==> config.mk <==
export PLATFORM = sky130hd
export DESIGN_NAME = rr_arb_pipe_flat
export DESIGN_NICKNAME = d
export VERILOG_FILES = /design/src/rtl/arb_pkg.sv /design/src/rtl/rr_arb_pipe_if.sv /design/src/rtl/rr_pick4.sv /design/src/rtl/rr_arb_pipe.sv /design/src/flat_wrapper.sv
export SDC_FILE = /design/constraint.sdc
export NUM_CORES = 1
export LEC_CHECK = 0
export BUFFER_PORTS_ARGS = -buffer_cell sky130_fd_sc_hd__buf_2
export CAP_MARGIN = 20
export CORE_MARGIN = 2
export CORE_UTILIZATION = 45
export CTS_CLUSTER_DIAMETER = 80
export DETAILED_ROUTE_END_ITERATION = 7
export HOLD_SLACK_MARGIN = 0.05
export PLACE_DENSITY_LB_ADDON = 0.1
export SYNTH_ARGS = -nofsm -noshare
export SYNTH_HDL_FRONTEND = slang
export SYNTH_SLANG_ARGS = --single-unit
==> constraint.sdc <==
create_clock -name clk -period 5.6 [get_ports clk]
set_input_delay 0.28 -clock clk [delete_from_list [all_inputs] [get_ports clk]]
set_output_delay 0.28 -clock clk [all_outputs]
set_load 0.02 [all_outputs]
==> src/rtl/arb_pkg.sv <==
// rtl/arb_pkg.sv - shared constants and types for the round-robin packet arbiter
package arb_pkg;
  localparam int NUM_REQ = 4;
  localparam int IDX_W   = 2;
  localparam int DATA_W  = 8;

  localparam logic [0:0] ST_IDLE   = 1'b0;
  localparam logic [0:0] ST_LOCKED = 1'b1;

  typedef logic [IDX_W-1:0] idx_t;
endpackage

==> src/rtl/rr_arb_pipe_if.sv <==
// rtl/rr_arb_pipe_if.sv - requester/downstream bundle of the round-robin packet arbiter
interface rr_arb_pipe_if;
  import arb_pkg::*;

  logic [NUM_REQ-1:0]        in_valid;
  logic [NUM_REQ-1:0]        in_last;
  logic [NUM_REQ*DATA_W-1:0] in_data;
  logic [NUM_REQ-1:0]        out_stall;
  logic                      in_ready;
  logic                      out_valid;
  logic [DATA_W-1:0]         out_data;
  idx_t                      out_src;
  logic                      out_last;

  modport master (
    output in_valid, in_last, in_data, in_ready,
    input  out_stall, out_valid, out_data, out_src, out_last
  );

  modport slave (
    input  in_valid, in_last, in_data, in_ready,
    output out_stall, out_valid, out_data, out_src, out_last
  );
endinterface

==> src/rtl/rr_pick4.sv <==
// rtl/rr_pick4.sv - combinational round-robin pick over four requesters
module rr_pick4
  import arb_pkg::*;
(
  input  logic [NUM_REQ-1:0] req,
  input  idx_t               last_idx,
  output logic               grant_valid,
  output idx_t               grant_idx
);

  idx_t cand;

  // Walk offsets from farthest to nearest so the nearest requester after last_idx wins.
  always_comb begin
    grant_valid = 1'b0;
    grant_idx   = last_idx;
    cand        = '0;
    for (int k = NUM_REQ; k >= 1; k--) begin
      cand = last_idx + idx_t'(k);
      if (req[cand]) begin
        grant_valid = 1'b1;
        grant_idx   = cand;
      end
    end
  end

endmodule

==> src/rtl/rr_arb_pipe.sv <==
// rtl/rr_arb_pipe.sv - four-way round-robin packet arbiter with a single output register
module rr_arb_pipe
  import arb_pkg::*;
(
  input  logic         clk,
  input  logic         reset,
  rr_arb_pipe_if.slave bus
);

  logic [0:0] state;
  idx_t       lock_idx;
  idx_t       last_grant;

  logic       pick_valid;
  idx_t       pick_idx;
  logic       grant_valid;
  idx_t       grant_idx;
  logic       take;
  logic       accept;
  logic       grant_last;

  rr_pick4 u_pick (
    .req         (bus.in_valid),
    .last_idx    (last_grant),
    .grant_valid (pick_valid),
    .grant_idx   (pick_idx)
  );

  // A locked owner with no valid beat produces a bubble rather than releasing the lock.
  always_comb begin
    if (state == ST_LOCKED) begin
      grant_valid = bus.in_valid[lock_idx];
      grant_idx   = lock_idx;
    end else begin
      grant_valid = pick_valid;
      grant_idx   = pick_idx;
    end
  end

  assign take       = !bus.out_valid || bus.in_ready;
  assign accept     = take && grant_valid;
  assign grant_last = bus.in_last[grant_idx];

  assign bus.out_stall = bus.in_valid &
                         ~(accept ? (NUM_REQ'(1) << grant_idx) : NUM_REQ'(0));

  always_ff @(posedge clk or posedge reset) begin
    if (reset) begin
      bus.out_valid <= 1'b0;
      bus.out_data  <= '0;
      bus.out_src   <= '0;
      bus.out_last  <= 1'b0;
    end else if (accept) begin
      bus.out_valid <= 1'b1;
      bus.out_data  <= bus.in_data[int'(grant_idx)*DATA_W +: DATA_W];
      bus.out_src   <= grant_idx;
      bus.out_last  <= grant_last;
    end else if (bus.in_ready) begin
      bus.out_valid <= 1'b0;
    end
  end

  always_ff @(posedge clk or posedge reset) begin
    if (reset) begin
      state      <= ST_IDLE;
      lock_idx   <= '0;
      last_grant <= idx_t'(NUM_REQ - 1);
    end else if (accept) begin
      if (state == ST_IDLE) begin
        last_grant <= grant_idx;
        if (!grant_last) begin
          state    <= ST_LOCKED;
          lock_idx <= grant_idx;
        end
      end else if (grant_last) begin
        state <= ST_IDLE;
      end
    end
  end

endmodule

==> src/flat_wrapper.sv <==
// flat-port wrapper written by rule: the top's interface ports become plain ports
module rr_arb_pipe_flat import arb_pkg::*;
  (clk, reset, bus_in_valid, bus_in_last, bus_in_data, bus_in_ready, bus_out_stall, bus_out_valid, bus_out_data, bus_out_src, bus_out_last);
  rr_arb_pipe_if bus_i ();
  input  logic clk;
  input  logic reset;
  input wire logic [$bits(bus_i.in_valid)-1:0] bus_in_valid;
  input wire logic [$bits(bus_i.in_last)-1:0] bus_in_last;
  input wire logic [$bits(bus_i.in_data)-1:0] bus_in_data;
  input wire logic [$bits(bus_i.in_ready)-1:0] bus_in_ready;
  output wire logic [$bits(bus_i.out_stall)-1:0] bus_out_stall;
  output wire logic [$bits(bus_i.out_valid)-1:0] bus_out_valid;
  output wire logic [$bits(bus_i.out_data)-1:0] bus_out_data;
  output wire logic [$bits(bus_i.out_src)-1:0] bus_out_src;
  output wire logic [$bits(bus_i.out_last)-1:0] bus_out_last;
  assign bus_i.in_valid = bus_in_valid;
  assign bus_i.in_last = bus_in_last;
  assign bus_i.in_data = bus_in_data;
  assign bus_i.in_ready = bus_in_ready;
  assign bus_out_stall = bus_i.out_stall;
  assign bus_out_valid = bus_i.out_valid;
  assign bus_out_data = bus_i.out_data;
  assign bus_out_src = bus_i.out_src;
  assign bus_out_last = bus_i.out_last;
  rr_arb_pipe u_core (.clk(clk), .reset(reset), .bus(bus_i));
endmodule
After elaboration in Yosys (flattened, before gate mapping)
Cells that the tools add are included.
- muxes and demuxes: 25
- order comparisons: 6
- shift-type cells: 2
- add/sub/neg operators: 3
- bitwise gates (word level): 4
- reduce and logical (&&, ||, !) cells: 6
- operators by type and width (cell ; count):
    indexed part select 32 x 6 -> 8 bit ; 1
    < comparator 2 x 3 -> 1 bit, second input constant ; 6
    2-to-1 mux 1 bit ; 14
    binary-select mux 1 bit (select 2 bit) ; 6
    2-to-1 mux 2 bit ; 4
    adder 2 bit, second input constant ; 2
    bitwise AND 4 bit ; 1
    2-to-1 mux 4 bit ; 1
    inverter 4 bit ; 1
    left shift 1 x 2 -> 4 bit, first input constant ; 1
    AND reduction 3 bit ; 1
    adder 2 x 1 -> 2 bit, second input constant ; 1
    inverter 1 bit ; 2
    AND reduction 2 bit ; 1
    nonzero test 2 bit ; 1
    logical AND 1 bit ; 1
    zero test 1 bit ; 1
    logical OR 1 bit ; 1
- bits in registers: 17

Logic depth before layout (Yosys ltp)
- depth in word-level cells: 11
- mapped depth: 8
- depth with buffers taken out: 7

Hierarchy
A second synthesis with hierarchy kept.
- cell total of the unflattened synthesis: 88
- area total of the unflattened synthesis: 1133.6 um^2
- modules (own cells, without submodules) (module ; instances ; area each (um^2) ; cells an instance):
    rr_arb_pipe ; 1 ; 1051.0 ; 74
    rr_pick4 ; 1 ; 82.6 ; 14

Worst setup path after synthesis
No wires, ideal clock.
- path type: register -> output
- start point: reg u_core.last_grant[0]
- end point: out bus_out_stall[1]
- cell stages (with the launch flop): 6
- buffers on the path: 0
- arrival time: 1.862 ns
- setup slack: 3.458 ns
- cells stage by stage: dfstp_2 nor2b_4 a211o_1 a221o_1 and2_2 a21boi_0
- word-level cells in the longest chain between the ends: 11
- RTL lines (element ; line ; source):
    start: declaration ; rr_arb_pipe.sv:12 ; idx_t last_grant;
    start signal: assignment ; rr_arb_pipe.sv:67 ; last_grant <= idx_t'(NUM_REQ - 1);
    start signal: assignment ; rr_arb_pipe.sv:70 ; last_grant <= grant_idx;
    adder 2 bit / binary-select mux 1 bit (select 2 bit) (equally long branches) ; rr_pick4.sv:19, rr_pick4.sv:20 ;
    binary-select mux 1 bit (select 2 bit) / 2-to-1 mux 1 bit (equally long branches) ; rr_pick4.sv:20 ; if (req[cand]) begin
    2-to-1 mux 1 bit (implied by the code) ; rr_pick4.sv:20 ;
    2-to-1 mux 2 bit / 2-to-1 mux 1 bit (equally long branches) (3 in series) ; rr_pick4.sv:20 ;
    2-to-1 mux 2 bit / 2-to-1 mux 1 bit (equally long branches) ; rr_arb_pipe.sv:31 ; if (state == ST_LOCKED) begin
    left shift 1 x 2 -> 4 bit / logical AND 1 bit (equally long branches) ; rr_arb_pipe.sv:45, rr_arb_pipe.sv:41 ;
    2-to-1 mux 4 bit (*) ; rr_arb_pipe.sv:45 ; ~(accept ? (NUM_REQ'(1) << grant_idx) : NUM_REQ'(0));
    inverter 4 bit (*) ; rr_arb_pipe.sv:45 ;
    bitwise AND 4 bit (*) ; rr_arb_pipe.sv:44 ; assign bus.out_stall = bus.in_valid &
    end: declaration ; flat_wrapper.sv:11 ; output wire logic [$bits(bus_i.out_stall)-1:0] bus_out_stall;
Mark *: on every way between the ends. The rest lies on a longest branch, timed or not. The select of a mux whose other input is x is not followed.

Final worst setup path
- start point: reg u_core.lock_idx[0]
- end point: out bus_out_stall[2]
- word-level cells in the longest chain between the ends: 7
- RTL lines (element ; line ; source):
    start: declaration ; rr_arb_pipe.sv:11 ; idx_t lock_idx;
    start signal: assignment ; rr_arb_pipe.sv:73 ; lock_idx <= grant_idx;
    binary-select mux 1 bit (select 2 bit) ; rr_arb_pipe.sv:32 ; grant_valid = bus.in_valid[lock_idx];
    2-to-1 mux 1 bit (implied by the code) ; rr_arb_pipe.sv:32 ;
    2-to-1 mux 1 bit ; rr_arb_pipe.sv:31 ;
    logical AND 1 bit ; rr_arb_pipe.sv:41 ; assign accept = take && grant_valid;
    2-to-1 mux 4 bit (*) ; rr_arb_pipe.sv:45 ;
    inverter 4 bit (*) ; rr_arb_pipe.sv:45 ;
    bitwise AND 4 bit (*) ; rr_arb_pipe.sv:44 ;
Marks and branches as above.

==> results.toml <==
[die]
core_mm2 = 0.00228
die_y_um = 53.5
die-area_mm2 = 0.00286
die_w_um = 53.5
rows = 17
initial_core_util_pct = 48.5
pin_count = 59

[sta]
slew_violations = 0
worst_slew_pin_slew_ns = 0.959
setup_viol = 0
min_period_over_period_pct = 56.2
worst_clock_skew_ns = 0.00705
tns_ns = 0
rsz0062_at_grt = "false"
fmax_ghz = 0.318
finalHoldViolations = 0
relSlewSlack_pct = 35.9
fin_crit_ns = 3.15

[detailed_routing]
drt_drc_violations_left = 0
drt-wirelength-per-cell_um = 14.8
drt_iter0_markers = 18
wl_um = 2760
first_pass_iters = 4
vias = 1047
viasPerCell = 5.60
final_antenna_net_count = 0

[synthesis]
syn_nets = 144
syn_inst = 101
synthArstFlopShare_pct = 100
synth_top_family_by_area = "multiplexers"
avgSynthCellArea_um2 = 10.9
netlist-cell-type-count = 35
yosysSeqAreaShare_pct = 38.8
synth_seq_cells = 17
synth_fa_ha_area_share_pct = 0
synth_compound_area_share_pct = 20.5
synth_edf_count = 0
synthesis.area_mm2 = 0.00110
synth_mux_area_share_pct = 24.8
synth_flop_cell = "dfrtp_1"
ys_warn_count = 0
synth-simple-area-share_pct = 12.0
synth-xor-area-share_pct = 0

[outcome]
outcome = "finished clean"

[finish]
fillers = 202
final_nets = 203
drive_above_1_share_pct = 52.2
area_growth_pct = 29.0
post-route-cell-area_mm2 = 0.00142
fin_cells = 187
antenna_cells = 0
finish.utilization_pct = 62.6

[power_and_ir_drop]
p_leak_nw = 0.676
p_per_area_mw_per_mm2 = 587
power_mw = 0.836
ir_worst_vdd_uv = 367

[critical_path]
arrival_ns = 2.87
cpPeakStageDelay_ns = 0.72
path_max_fanout = 13
path_cells = "mux4_1 > mux2i_1 > nor2_1 > nand2_1 > o21a_1 > buf_2"
cp.required_ns = 5.32
path_class = "reg -> out"
slowest_stage = "nor2_1"
worstSetupEndpointType = "primary output"
cp-start-kind = "flip-flop"

[clock_network]
cts_resized = 0
clk_pin_slew_ns = 0.10
post-cts-setup-buffers = 0
ctsHtreeMaxLevel = 1
cts_hold_buf = 0
cts_buffers = 3
clkLatencyLatePin_ns = 0.29
cts_buffer_depth = 2
cts_tree = "done"
root_buffer = "clkbuf_4"
clock_sinks = 17

[global_route]
grt_pass1_vias = 1021
antenna_found_initial = 0
grt_pass1_wl_um = 4360
overflow = 0
grt_max_degree = 22
grt_use_total_pct = 21.4

[placement]
gp_congestion = 0.807
place_inst = 183
placed_cell_area_mm2 = 0.00140
dp_hpwl_um = 2160
io_buffers = 58

[job]
max-cap-violations = 0

[min_path]
hold_class = "in -> async"
==> kinds of logic after synthesis <==
family	count (synthesis)
multiplexers	24
AO/OA/AOI/OAI	31
AND/OR/NAND/NOR	22
buffers and inverters	7
flip-flops	17
==> final timing paths <==
check | startpoint | endpoint | slack, ns | cells past startpoint
hold / removal | reset | u_core.bus.out_data[7] | 0.06 | 2
setup / recovery | u_core.lock_idx[0] | bus_out_stall[2] | 2.45 | 6
min in group clk | bus_in_data[8] | u_core.bus.out_data[0] | 0.27 | 3
setup reg to reg | u_core.last_grant[0] | u_core.lock_idx[1] | 2.69 | 7
max in group asynchronous | reset | u_core.lock_idx[1] | 5.11 | 2
hold reg to reg | u_core.bus.out_last | u_core.bus.out_last | 0.52 | 1
==> cells in the mapped netlist (3+ instances only) <==
| library cell | count | area share [%] |
|---|---|---|
| inv_1 | 3 | 1.0 |
| mux2i_1 | 9 | 8.2 |
| o22ai_1 | 8 | 4.5 |
| nand2_1 | 4 | 1.4 |
| nand2b_1 | 3 | 1.7 |
| dfrtp_1 | 15 | 34 |
| nor2_1 | 6 | 2.0 |
| a21oi_1 | 9 | 4.1 |
| mux2_2 | 12 | 12 |
==> metal layers <==
| layer | vias to the layer above | track usage [%] | share of wire, % |
|---|---|---|---|
| met3 | 4 | 4.52 | 8.3 |
| met4 | 0 | 7.69 | 0.76 |
| li1 | 495 | - | - |
| met5 | - | 0 | 0 |
| met1 | 494 | 26.2 | 41 |
| met2 | 54 | 36.6 | 50 |
==> cells in the final DEF (no fill, tap or decap), types with 2 or more instances in the layout <==
| master | instances |
|---|---|
| buf_2 | 58 |
| dfrtp_1 | 15 |
| mux2_2 | 12 |
| mux2i_1 | 9 |
| a21oi_1 | 9 |
| o22ai_1 | 8 |
| nor2_1 | 6 |
| nand2_1 | 4 |
| inv_1 | 3 |
| nand2b_1 | 3 |
| clkbuf_4 | 3 |
| o21ai_0 | 2 |
| mux2_1 | 2 |
| o21a_1 | 2 |
| a21boi_0 | 2 |
| dfstp_2 | 2 |
==> sequential cells by signal (all words and copies together), names as in the netlist <==
| name | flops |
|---|---|
| u_core.bus.out_data | 8 |
| u_core.bus.out_last | 1 |
| u_core.bus.out_src | 2 |
| u_core.bus.out_valid | 1 |
| u_core.last_grant | 2 |
| u_core.lock_idx | 2 |
| u_core.state | 1 |
==> metrics by stage <==
stage	worst slack (ns)	hold WS [ns]
6_report	2.45	0.0624
5_1_grt	2.30	0.109
4_1_cts	2.47	0.0831
3_5_place_dp	2.66	0.411
3_3_place_gp	2.77	0.395
2_1_floorplan	3.46	0.205
==> critical path: cells and delay by family, from the launching register on <==
| family | cells | cell delay (ns) |
|---|---|---|
| AOI/OAI and AO/OA | 1 | 0.32 |
| buffers and inverters | 1 | 0.16 |
| DFF | 1 | 0.41 |
| muxes | 2 | 0.48 |
| and+or+nand+nor | 2 | 1.21 |
==> final cells by class <==
class | count | area, um2 | share of cell area [%]
Multi-Input combinational cell | 77 | 633 | 44.5
Sequential cell | 17 | 428 | 30.1
Timing Repair Buffer | 58 | 290 | 20.4
Clock buffer | 4 | 26.3 | 1.85
Inverter | 3 | 11.3 | 0.791
Tap cell | 28 | 35.0 | 2.46
==> report_power, final <==
part	switching [mW]	internal [mW]	total [mW]
clock	0.0385	0.0277	0.0663
combinational	0.302	0.233	0.535
sequential	0.0426	0.193	0.235
(Power assumes the default switching activity.)
